==> src/rtl/i2c_slave_regbank.sv <==
// i2c_slave_regbank: bank of NREGS 8-bit registers exposed over an I2C slave
// byte core using a register-pointer protocol, plus a host-side access port.
// Ports:
//   clk, reset                 - clock (logic on negedge), synchronous active-high reset
//   address                    - constant slave address
//   transfer_start/transfer_rw - START with address match, R/W bit
//   datareceive/received       - received byte and its toggle-high strobe level
//   datasend/sended            - byte offered for reads, shifted-out indication
//   host_we/addr/wdata/rdata   - host register port (1-cycle read latency)
//   wr_valid/wr_index          - pulse on each accepted I2C register write
//   err/err_clr                - sticky error flag and its clear
module i2c_slave_regbank #(
  parameter logic [6:0]       SLAVE_ADDRESS = 7'h50,
  parameter int unsigned      NREGS         = 16,
  parameter bit               AUTO_INC      = 1'b1,
  parameter bit               WRAP          = 1'b1,
  parameter logic [NREGS-1:0] RO_MASK       = '0,
  localparam int unsigned     PW            = $clog2(NREGS)
) (
  input  logic          clk,
  input  logic          reset,
  output logic [6:0]    address,
  input  logic          transfer_start,
  input  logic          transfer_rw,
  input  logic [7:0]    datareceive,
  input  logic          received,
  output logic [7:0]    datasend,
  input  logic          sended,
  input  logic          host_we,
  input  logic [PW-1:0] host_addr,
  input  logic [7:0]    host_wdata,
  output logic [7:0]    host_rdata,
  output logic          wr_valid,
  output logic [PW-1:0] wr_index,
  output logic          err,
  input  logic          err_clr
);

  typedef enum logic [1:0] {
    ST_IDLE  = 2'd0,
    ST_PTR   = 2'd1,
    ST_WRITE = 2'd2,
    ST_READ  = 2'd3
  } state_e;

  state_e        state_q, state_d;
  logic [PW-1:0] ptr_q, ptr_d;
  logic [7:0]    regs_q [NREGS];
  logic [7:0]    regs_d [NREGS];
  logic [7:0]    datasend_q, datasend_d;
  logic [7:0]    host_rdata_q, host_rdata_d;
  logic          wr_valid_q, wr_valid_d;
  logic [PW-1:0] wr_index_q, wr_index_d;
  logic          err_q, err_d;
  logic          last_received_q, last_received_d;
  logic          last_sended_q, last_sended_d;
  logic          rx_ev, tx_ev, err_set;

  assign address = SLAVE_ADDRESS;

  // Pointer advance after a data byte: hold, increment, wrap or saturate.
  function automatic logic [PW-1:0] next_ptr(input logic [PW-1:0] p);
    if (!AUTO_INC) return p;
    if (p == PW'(NREGS - 1)) return WRAP ? '0 : p;
    return p + PW'(1);
  endfunction

  assign rx_ev = received & ~last_received_q;
  assign tx_ev = sended & ~last_sended_q;

  // Next-state and register-update logic.
  always_comb begin
    state_d         = state_q;
    ptr_d           = ptr_q;
    regs_d          = regs_q;
    wr_valid_d      = 1'b0;
    wr_index_d      = wr_index_q;
    err_set         = 1'b0;
    last_received_d = received;
    last_sended_d   = sended;
    datasend_d      = regs_q[ptr_q];
    host_rdata_d    = regs_q[host_addr];

    // Host write first so that an I2C write to the same index overrides it.
    if (host_we) regs_d[host_addr] = host_wdata;

    if (transfer_start) begin
      state_d = transfer_rw ? ST_READ : ST_PTR;
    end else begin
      case (state_q)
        ST_PTR: begin
          if (rx_ev) begin
            if ({1'b0, datareceive} < 9'(NREGS)) ptr_d = datareceive[PW-1:0];
            else err_set = 1'b1;
            state_d = ST_WRITE;
          end
        end
        ST_WRITE: begin
          if (rx_ev) begin
            if (!RO_MASK[ptr_q]) begin
              regs_d[ptr_q] = datareceive;
              wr_valid_d    = 1'b1;
              wr_index_d    = ptr_q;
            end else begin
              err_set = 1'b1;
            end
            ptr_d = next_ptr(ptr_q);
          end
        end
        ST_READ: begin
          if (tx_ev) ptr_d = next_ptr(ptr_q);
        end
        default: state_d = ST_IDLE;
      endcase
    end

    // A new error outranks a simultaneous clear.
    err_d = err_set ? 1'b1 : (err_clr ? 1'b0 : err_q);
  end

  // State and output registers.
  always_ff @(negedge clk) begin
    if (reset) begin
      state_q         <= ST_IDLE;
      ptr_q           <= '0;
      regs_q          <= '{default: '0};
      datasend_q      <= '0;
      host_rdata_q    <= '0;
      wr_valid_q      <= 1'b0;
      wr_index_q      <= '0;
      err_q           <= 1'b0;
      last_received_q <= 1'b0;
      last_sended_q   <= 1'b0;
    end else begin
      state_q         <= state_d;
      ptr_q           <= ptr_d;
      regs_q          <= regs_d;
      datasend_q      <= datasend_d;
      host_rdata_q    <= host_rdata_d;
      wr_valid_q      <= wr_valid_d;
      wr_index_q      <= wr_index_d;
      err_q           <= err_d;
      last_received_q <= last_received_d;
      last_sended_q   <= last_sended_d;
    end
  end

  assign datasend   = datasend_q;
  assign host_rdata = host_rdata_q;
  assign wr_valid   = wr_valid_q;
  assign wr_index   = wr_index_q;
  assign err        = err_q;

endmodule

==> config.mk <==
export PLATFORM = sky130hd
export DESIGN_NAME = i2c_slave_regbank
export DESIGN_NICKNAME = d
export VERILOG_FILES = /design/src/rtl/i2c_slave_regbank.sv
export SDC_FILE = /design/constraint.sdc
export NUM_CORES = 1
export LEC_CHECK = 0
export ABC_AREA = 1
export CORE_MARGIN = 4
export CORE_UTILIZATION = 45
export CTS_CLUSTER_DIAMETER = 50
export CTS_CLUSTER_SIZE = 30
export DETAILED_ROUTE_END_ITERATION = 10
export DONT_BUFFER_PORTS = 1
export GPL_ROUTABILITY_DRIVEN = 0
export GPL_TIMING_DRIVEN = 1
export PLACE_DENSITY = 0.69
export SLEW_MARGIN = 10
export SYNTH_ARGS = -nofsm -noshare
export SYNTH_HDL_FRONTEND = slang
export SYNTH_SLANG_ARGS = --single-unit
==> constraint.sdc <==
create_clock -name clk -period 5.35 [get_ports clk]
set_input_delay 0.8025 -clock clk [delete_from_list [all_inputs] [get_ports clk]]
set_output_delay 0.8025 -clock clk [all_outputs]
set_load 0.05 [all_outputs]
* Word-level counts from Yosys, hierarchy flattened
Memory sizes are Yosys's and may differ from the RTL's. A register that Yosys moved wholly into a read port is not among the register bits.
Cells that the tools add are included.
** Operators by class
- $add $sub $neg :: 1
- Multiply operators :: 0
- Div/mod/pow operators :: 0
- Order comparisons :: 6
- Eq/ne operators :: 10
- Shifts and indexed selects :: 0
- Mux-type cells :: 48
- Bitwise operators :: 10
- Reductions and logical operators :: 9
** Operator list (count)
- $mux 128 :: 5
- $bwmux 128 :: 2
- $bmux 8 s4 :: 2
- $demux 8 s4 :: 2
- $mux 8 :: 6
- $mux 4 :: 9
- $mux 1 :: 16
- $pmux 4 s3 :: 1
- $ge 5x5->1 const B :: 2
- $lt 5x1->1 const B :: 2
- $not 4->5 :: 2
- $lt 8x5->1 const B :: 1
- $ne 2x2->1 const B :: 4
- $mux 2 :: 3
- $not 1->1 :: 6
- $reduce_and 6->1 :: 1
- $lt 4x5->1 const B :: 1
- $add 4x1->4 const B :: 1
- $eq 2x2->1 const B :: 2
- $eq 4x4->1 const B :: 1
- $pmux 2 s2 :: 1
- $reduce_and 4->1 :: 1
- $reduce_or 4->1 :: 1
- $ne 3x3->1 const B :: 1
- 9 further kinds :: 11
** Word-level totals
- Flip-flop bits (word level) :: 158
- Bits in latches :: 0
- Bits in writable memories :: 0
- ROM bits :: 16
- Input port bits :: 28
- Output and inout port bits :: 29
- Memories :: 1
** Memory list
- (name not given) :: words 16, width 1, rd ports 1, clocked after memory_dff 1, wr ports 0, line 100 : if (!RO_MASK[ptr_q]) begin

* Longest topological paths before layout
Gate-level depths: netlist of the first run.
- Depth after elaboration :: 12
- Depth in mapped cells :: 11
- Gate-level depth less buffers :: 9

==> run_results.csv, run 1 <==
group,metric,value,unit
outcome,status,"finished clean",
critical_path,r2r_end,"regs_q[54]$_SDFF_NP0_",
routing,wl_met2,17.4,mm
floorplan,io_pins,57,
logic_synthesis,yosysSeqAreaShare,29.4,%
place,portBuffers,0,
cts,clk_pin_slew,30,ps
routing,drt-initial-drc-count,1506,
timing,finalSetupTns,0,ps
cts,cts_resized,0,
logic_synthesis,post_synth_inst_count,1925,
cts,clkLatencyLatePin,480,ps
global_routing,grt_max_degree,84,
global_routing,grtUsageTotal,29.0,%
cts,cts_setup_buffers,0,
power,pwr_density_cell,278,nW/um2
cts,numCtsBuffers,17,
routing,routed_wl,39.0,mm
finish,syn_to_final_growth,9.38,%
power,finalPower,3270,uW
min_path,hold_path_class,"reg2reg",
cts,h-tree-depth,4,
timing,fin_ws,709,ps
logic_synthesis,synth_cell_types,28,
logic_synthesis,synth_seq_cells,158,
floorplan,initial_core_util,45.8,%
timing,skew,26.3,ps
floorplan,die_area,26500,um2
critical_path,cp-start-kind,"input pin",
place,dpl.hpwl,23.6,mm
critical_path,crit_required,3020,ps
timing,rsz0062_at_grt,"false",
cts,cts_hold_buf,0,
critical_path,critPathKind,"in2reg",
critical_path,critPathArrivalTime,2310,ps
critical_path,crit_path_end_kind,"flip-flop",
floorplan,core,23500,um2
critical_path,cp_max_fo,24,
logic_synthesis,netlist_area,10800,um2
logic_synthesis,ys_warn_count,0,
finish,fin_util,50.1,%
routing,viasPerCell,5.27,
critical_path,cp_cell_sequence,"inv_2, nand2_2, nor2_8, nand3_1, o21ai_0, nor2_1",
job,drv_cap,0,
global_routing,grt_pass1_wl,59.8,mm
timing,slew_violations,0,
timing,hold_viol,0,
power,vdd.ir_drop.worst,0.229,mV
cts,clockBufferDepth,2,
routing,drc,0,
timing,setup_viol,0,
critical_path,slowest_stage,"nand3_1",
min_path,min_to,"state_q[0]$_SDFFE_NP0P_",
min_path,hold_path_startpoint,"state_q[0]$_SDFFE_NP0P_",
routing,first_pass_iters,6,
timing,hold_ws,532,ps
finish,nFillCells,2486,
routing,wire_per_inst,16.7,um
timing,relSlewSlack,21.3,%
routing,wl_met1,15.3,mm
finish,num_antenna_cells,0,
logic_synthesis,synth.avg_cell_area,5.59,um2
place,place_ws,283,ps
routing,vias,12300,
global_routing,grt_pass1_vias,11300,
global_routing,antenna_found_initial,0,
critical_path,slowest_delay,500,ps
finish,layout.nets,2036,
critical_path,r2r_start,"ptr_q[0]$_SDFFE_NP0P_",
floorplan,fp.dieW,163,um
cts,root_buffer,"clkbuf_16",
critical_path,reg2reg_depth,5,
finish,final_layout_size_suffix_gt1_share,4.57,%
cts,clock-sinks,158,
min_path,holdPathStages,2,
routing,top_layer,"met4",
global_routing,overflow,0,
floorplan,die_h,163,um
routing,wl_met3,4.57,mm
critical_path,regToRegSetupSlack,2620,ps
floorplan,rows,56,
power,p_leak,0.00641,uW
timing,worst_slew_pin_slew,1180,ps
cts,cts_tree,"built",
routing,ant_nets,0,
-- worst max-delay path, delay by kind of cell --
| family | cells | cell delay (ps) |
|---|---|---|
| buffers and inverters | 1 | 50 |
| AOI/OAI and AO/OA | 1 | 310 |
| and+or+nand+nor | 4 | 1120 |
-- kinds of logic after synthesis --
family | Yosys count | share of synthesized area, %
flip-flops | 158 | 29.4
AO/OA/AOI/OAI | 118 | 5.86
other | 2 | 0.0698
AND/OR/NAND/NOR | 1349 | 51.4
adder cells (fa/ha/maj) | 8 | 0.930
buffers and inverters | 290 | 12.3
-- synth_stat cells (all sizes together) --
cell      n  area (um2)
nand2   850        3200
nor2    325        1340
nand3   171         973
inv     163         612
dfxtp   158        3160
o21ai   102         510
buf      76         522
clkbuf   47         176
a21oi     8        40.0
ha        8         100
o211a     8        80.1
clkinv    4        16.3
conb      2        7.51
nand4     2        12.5
nor3      1        5.00
-- cell type report --
type	count	area (um2)	share of cell area, %
multi-input combinational	1482	6290	53.4
sequential	158	3160	26.9
clock inverter	173	712	6.05
inverter	166	627	5.33
clock buffer	17	425	3.61
tap	319	399	3.39
timing repair buffer	17	153	1.30
-- where the power goes --
group / switching, uW / internal, uW
logic: 267 / 96.5
clock network: 851 / 794
registers: 44.6 / 1210
total: 1160 / 2110
-- metrics by stage --
| step | cells | instance area, um2 |
|---|---|---|
| after floorplan | 1930 | 10800 |
| after global placement | 2143 | 10600 |
| after detailed placement | 2143 | 10600 |
| after CTS | 2332 | 11800 |
| after global routing | 2332 | 11800 |
| final | 2332 | 11800 |
-- layer usage --
layer / up-vias / track usage [%]
met5: - / 0
met4: 0 / 15.4
met3: 141 / 7.92
met2: 728 / 45.0
met1: 5441 / 36.7
li1: 5968 / -
-- worst max path at each step --
stage	slack (ps)	endpoint	from
2_1_floorplan	780	regs_q[56]$_SDFF_NP0_	host_addr[1]
3_3_place_gp	310	regs_q[55]$_SDFF_NP0_	transfer_start
3_5_place_dp	280	regs_q[54]$_SDFF_NP0_	transfer_start
4_1_cts	740	host_rdata[1]	host_rdata[1]$_SDFF_NP0_
5_1_grt	540	regs_q[48]$_SDFF_NP0_	transfer_start
6_report	710	regs_q[54]$_SDFF_NP0_	transfer_start
-- cells in the final DEF (no fill, tap or decap) --
cell	Yosys	routed
clkinv_1	3	2
ha_1	8	8
dfxtp_2	0	1
inv_4	0	5
clkinvlp_2	0	3
nor2_2	4	4
inv_8	0	1
clkinv_2	1	1
nand4_1	2	2
bufinv_16	0	1
nor2_1	307	307
o21ai_0	96	96
nor2_8	1	1
nor2_4	13	13
nor3_1	1	1
inv_2	8	9
clkinv_4	0	3
nand2_1	847	847
conb_1	2	7
buf_4	19	15
clkbuf_16	0	17
nand3_1	158	158
a21oi_1	8	8
nand3_4	7	7
buf_12	1	2
dfxtp_1	158	157
nand2_2	3	3
nand3_2	6	6
inv_1	155	314
o21ai_1	6	6
o211a_1	8	8
-- state kept, by name (all words and copies together), names as in the netlist --
| register | cells |
|---|---|
| state_q | 2 |
| last_received_q | 1 |
| err | 1 |
| last_sended_q | 1 |
| regs_q | 128 |
| ptr_q | 4 |
| wr_index | 4 |
| wr_valid | 1 |
| host_rdata | 8 |
| datasend | 8 |
Note: power is estimated with default switching activity, not from simulation.
==> run 2, diff against run 1 <==
Settings changed: PLACE_DENSITY 0.69 to 0.71.
==> run 2 against run 1 <==
Net effect: first-iteration DRC count fell by 11%; flip-flop and latch count did not move; non-clock buffer count rose by 1; clock-buffer cell count did not move; utilization rose by 0.28 points.
==> run_results.csv, run 2 (same netlist as run 1, synthesis figures left out) <==
group,metric,value,unit
critical_path,cp_top_family,"simple AND/OR/NAND/NOR gates",
global_routing,grt.busiest_layer,"met2",
finish,fin_cells,2332,
routing,routed_wl,38.7,mm
routing,drc,0,
critical_path,crit_buf_inv,1,
critical_path,critPathKind,"in2reg",
critical_path,critPathArrivalTime,2340,ps
finish,num_antenna_cells,0,
min_path,hold_path_class,"reg2reg",
routing,drt-initial-drc-count,1339,
timing,slew_violations,0,
floorplan,initial_core_util,45.8,%
critical_path,crit_required,3020,ps
critical_path,slowest_delay,530,ps
finish,largest_reg_flops,128,
cts,clk_pin_slew,30,ps
cts,root_buffer,"clkbuf_16",
floorplan,die_h,163,um
critical_path,cp-start-kind,"input pin",
floorplan,die_area,26500,um2
timing,fin_ws,685,ps
place,dpl.hpwl,23.6,mm
finish,layout.nets,2037,
cts,numCtsBuffers,17,
timing,hold_viol,0,
global_routing,use_met3,9.49,%
routing,viasPerCell,5.29,
place,placed_cells,2144,
power,vdd.ir_drop.worst,0.215,mV
place,portBuffers,0,
finish,nFillCells,2455,
floorplan,core,23500,um2
routing,first_pass_iters,5,
floorplan,fp.dieW,163,um
critical_path,slowest_stage,"nand3_1",
finish,final_common_cell,"nand2_1",
cts,cts_setup_buffers,0,
power,p_leak,0.00644,uW
finish,layout_common_cells,"847 x nand2_1, 313 x inv_1, 307 x nor2_1",
cts,clkLatencyLatePin,480,ps
cts,cts_resized,0,
global_routing,grt_max_degree,77,
cts,clock-sinks,158,
global_routing,grt_use_met1,33.5,%
timing,worst_slew_pin_slew,982,ps
global_routing,grt_pass1_wl,60.5,mm
cts,cts_tree,"built",
timing,setup_viol,0,
power,pwr_density_cell,285,nW/um2
global_routing,met2_usage,45.8,%
job,drv_cap,0,
routing,vias,12300,
finish,top_register,"regs_q",
floorplan,io_pins,57,
critical_path,cp_cell_sequence,"inv_2, nand2_2, nor2_8, nand3_1, o21ai_0, nor2_1",
routing,ant_nets,0,
global_routing,antenna_found_initial,0,
floorplan,rows,56,
timing,rsz0062_at_grt,"false",
place,place_ws,265,ps
global_routing,grtUsageTotal,29.0,%
cts,h-tree-depth,4,
routing,wire_per_inst,16.6,um
finish,final_layout_size_suffix_gt1_share,4.62,%
timing,skew,22.2,ps
global_routing,grt_pass1_vias,11800,
cts,clockBufferDepth,2,
outcome,status,"finished clean",
timing,relSlewSlack,34.5,%
timing,finalSetupTns,0,ps
cts,cts_hold_buf,0,
global_routing,overflow,0,
critical_path,cp_max_fo,24,
critical_path,crit_path_end_kind,"flip-flop",
finish,syn_to_final_growth,9.99,%
## run 2: cell types whose count changed in the layout (fill, tap and decap cells not counted)
cell / change
inv_1: -1
buf_12: +1
inv_4: -1
clkinv_4: -1
clkinvlp_2: -1
inv_6: +1
bufinv_16: +2
## run 2: final timing paths
| path | slack (ps) | from | end | cells past startpoint |
|---|---|---|---|---|
| max | 680 | transfer_start | regs_q[55]$_SDFF_NP0_ | 6 |
| min | 520 | state_q[0]$_SDFFE_NP0P_ | state_q[0]$_SDFFE_NP0P_ | 2 |
| max reg2reg | 2350 | ptr_q[0]$_SDFFE_NP0P_ | regs_q[1]$_SDFF_NP0_ | 6 |
| min reg2reg | 520 | state_q[0]$_SDFFE_NP0P_ | state_q[0]$_SDFFE_NP0P_ | 2 |
## run 2: worst min-delay path, delay by kind of cell, from the launching register on
| kind | cells | cell delay [ps] |
|---|---|---|
| flip-flops | 1 | 340 |
| AND/OR/NAND/NOR | 1 | 80 |
| AO/OA/AOI/OAI | 1 | 60 |
## run 2: stage by stage
stage	util, %	power [uW]	area, um2	hold WS [ps]
after floorplan	-	1760	10800	473
after global placement	45.4	1800	10700	498
after detailed placement	45.4	1810	10700	514
after CTS	50.4	3410	11800	518
after global routing	50.4	3590	11800	542
final	50.4	3370	11800	522
## run 2: power by group
group	switching [uW]	internal [uW]	total, uW
registers	45.2	1210	1260
logic	264	99.0	363
clock network	858	890	1750
## run 2: final cells by class
type	count	area (um2)	share of cell area, %
timing repair buffer	18	173	1.46
tap	319	399	3.37
sequential	158	3160	26.7
multi-input combinational	1482	6290	53.1
inverter	166	627	5.30
clock buffer	17	425	3.59
clock inverter	172	757	6.40
## run 2: per-layer routing
layer | wire, um | part of all wire, %
met3 | 4090 | 11
met4 | 2130 | 5.5
met2 | 17700 | 46
met1 | 14700 | 38
met5 | 0 | 0
==> run 3, diff against run 2 <==
Settings changed: CORE_MARGIN 4 to 2, CTS_CLUSTER_DIAMETER 50 to 100.
==> run 3 against run 2 <==
Net effect: largest power group unchanged; cell count is 0.34% higher; flip-flop and latch count unchanged; total power down 2.9%; via count fell by 0.16%; first-iteration DRC count up 9.9%; hold slack worse by 6.4 ps.
==> run_results.csv, run 3 (same netlist as run 1, synthesis figures left out) <==
group,metric,value,unit
timing,skew,26.7,ps
routing,viasPerCell,5.27,
critical_path,crit_path_end_kind,"primary output",
place,dpl.hpwl,24.1,mm
timing,fin_ws,760,ps
finish,final_common_cell,"nand2_1",
finish,nFillCells,2495,
routing,ant_nets,0,
floorplan,initial_core_util,45.8,%
timing,hold_viol,0,
routing,vias,12300,
global_routing,grt_max_degree,77,
floorplan,core,23500,um2
critical_path,critPathArrivalTime,3790,ps
floorplan,die_h,159,um
global_routing,overflow,0,
finish,fin_cells,2340,
timing,rsz0062_at_grt,"false",
cts,cts_tree,"built",
power,pwr_density_cell,277,nW/um2
cts,cts_setup_buffers,0,
global_routing,grtUsageTotal,31.1,%
global_routing,grt_pass1_vias,11500,
finish,layout.nets,2045,
routing,drc,0,
routing,wire_per_inst,16.5,um
finish,largest_reg_flops,128,
routing,drt-initial-drc-count,1471,
cts,clkLatencyLatePin,480,ps
floorplan,io_pins,57,
critical_path,crit_required,4550,ps
cts,clk_pin_slew,40,ps
finish,fin_area,11800,um2
place,placed_cells,2152,
cts,clock-sinks,158,
global_routing,grt_pass1_wl,59.9,mm
timing,slew_violations,0,
routing,first_pass_iters,8,
timing,worst_slew_pin_slew,1140,ps
min_path,hold_path_class,"reg2reg",
timing,setup_viol,0,
finish,final_layout_size_suffix_gt1_share,5.05,%
job,drv_cap,0,
cts,clockBufferDepth,2,
cts,numCtsBuffers,17,
floorplan,rows,56,
power,vdd.ir_drop.worst,0.211,mV
cts,h-tree-depth,4,
timing,finalSetupTns,0,ps
finish,top_register,"regs_q",
critical_path,cp_max_fo,2,
timing,relSlewSlack,23.9,%
power,p_leak,0.00645,uW
floorplan,fp.dieW,159,um
critical_path,critPathKind,"reg2out",
finish,num_antenna_cells,0,
cts,cts_resized,0,
finish,layout_common_cells,"847 x nand2_1, 312 x inv_1, 307 x nor2_1",
cts,cts_hold_buf,0,
routing,routed_wl,38.6,mm
place,place_ws,441,ps
global_routing,antenna_found_initial,0,
place,postPlaceCellArea,10700,um2
floorplan,die_area,25200,um2
place,portBuffers,0,
critical_path,cp-start-kind,"flip-flop",
cts,root_buffer,"clkbuf_16",
outcome,status,"finished clean",
timing,hold_ws,516,ps
finish,syn_to_final_growth,10.0,%
[run 3: metrics by stage]
stage,total power (uW),util [%]
6_report,3270,50.4
2_1_floorplan,1760,-
4_1_cts,3310,50.4
3_3_place_gp,1800,45.7
5_1_grt,3480,50.4
3_5_place_dp,1800,45.7
[run 3: path summary, 6_finish.rpt]
kind | from | to | slack [ps] | cells after the start
min | state_q[0]$_SDFFE_NP0P_ | state_q[0]$_SDFFE_NP0P_ | 520 | 2
max | wr_index[1]$_SDFFE_NP0P_ | wr_index[1] | 760 | 0
max reg2reg | ptr_q[1]$_SDFFE_NP0P_ | regs_q[23]$_SDFF_NP0_ | 2630 | 7
min reg2reg | state_q[0]$_SDFFE_NP0P_ | state_q[0]$_SDFFE_NP0P_ | 520 | 2
[run 3: final cells by class]
class / instances / area, um2 / share of cell area [%]
clock buffers: 17 / 425 / 3.59
well taps: 319 / 399 / 3.37
inverters: 166 / 626 / 5.28
flip-flops and latches: 158 / 3160 / 26.7
multi-input cells: 1482 / 6290 / 53.1
repair buffers: 26 / 233 / 1.97
clock inverters: 172 / 703 / 5.94
[run 3: worst min-delay path, stage by stage, from the launching register on]
cell and delay, ps:
dfxtp_1 340, nand2_1 80, a21oi_1 60
[run 3: power by group]
part / switching [uW] / total (uW) / leakage, uW / internal [uW]
sequential: 46.0 / 1260 / 0.00128 / 1210
clock: 896 / 1650 / 0.00111 / 759
combinational: 259 / 360 / 0.00406 / 101
[run 3: metal layers]
layer	routed length [um]	global-route usage (%)
met5	0	0
met4	1990	21.7
met3	4360	9.77
met2	17500	48.1
met1	14800	36.7
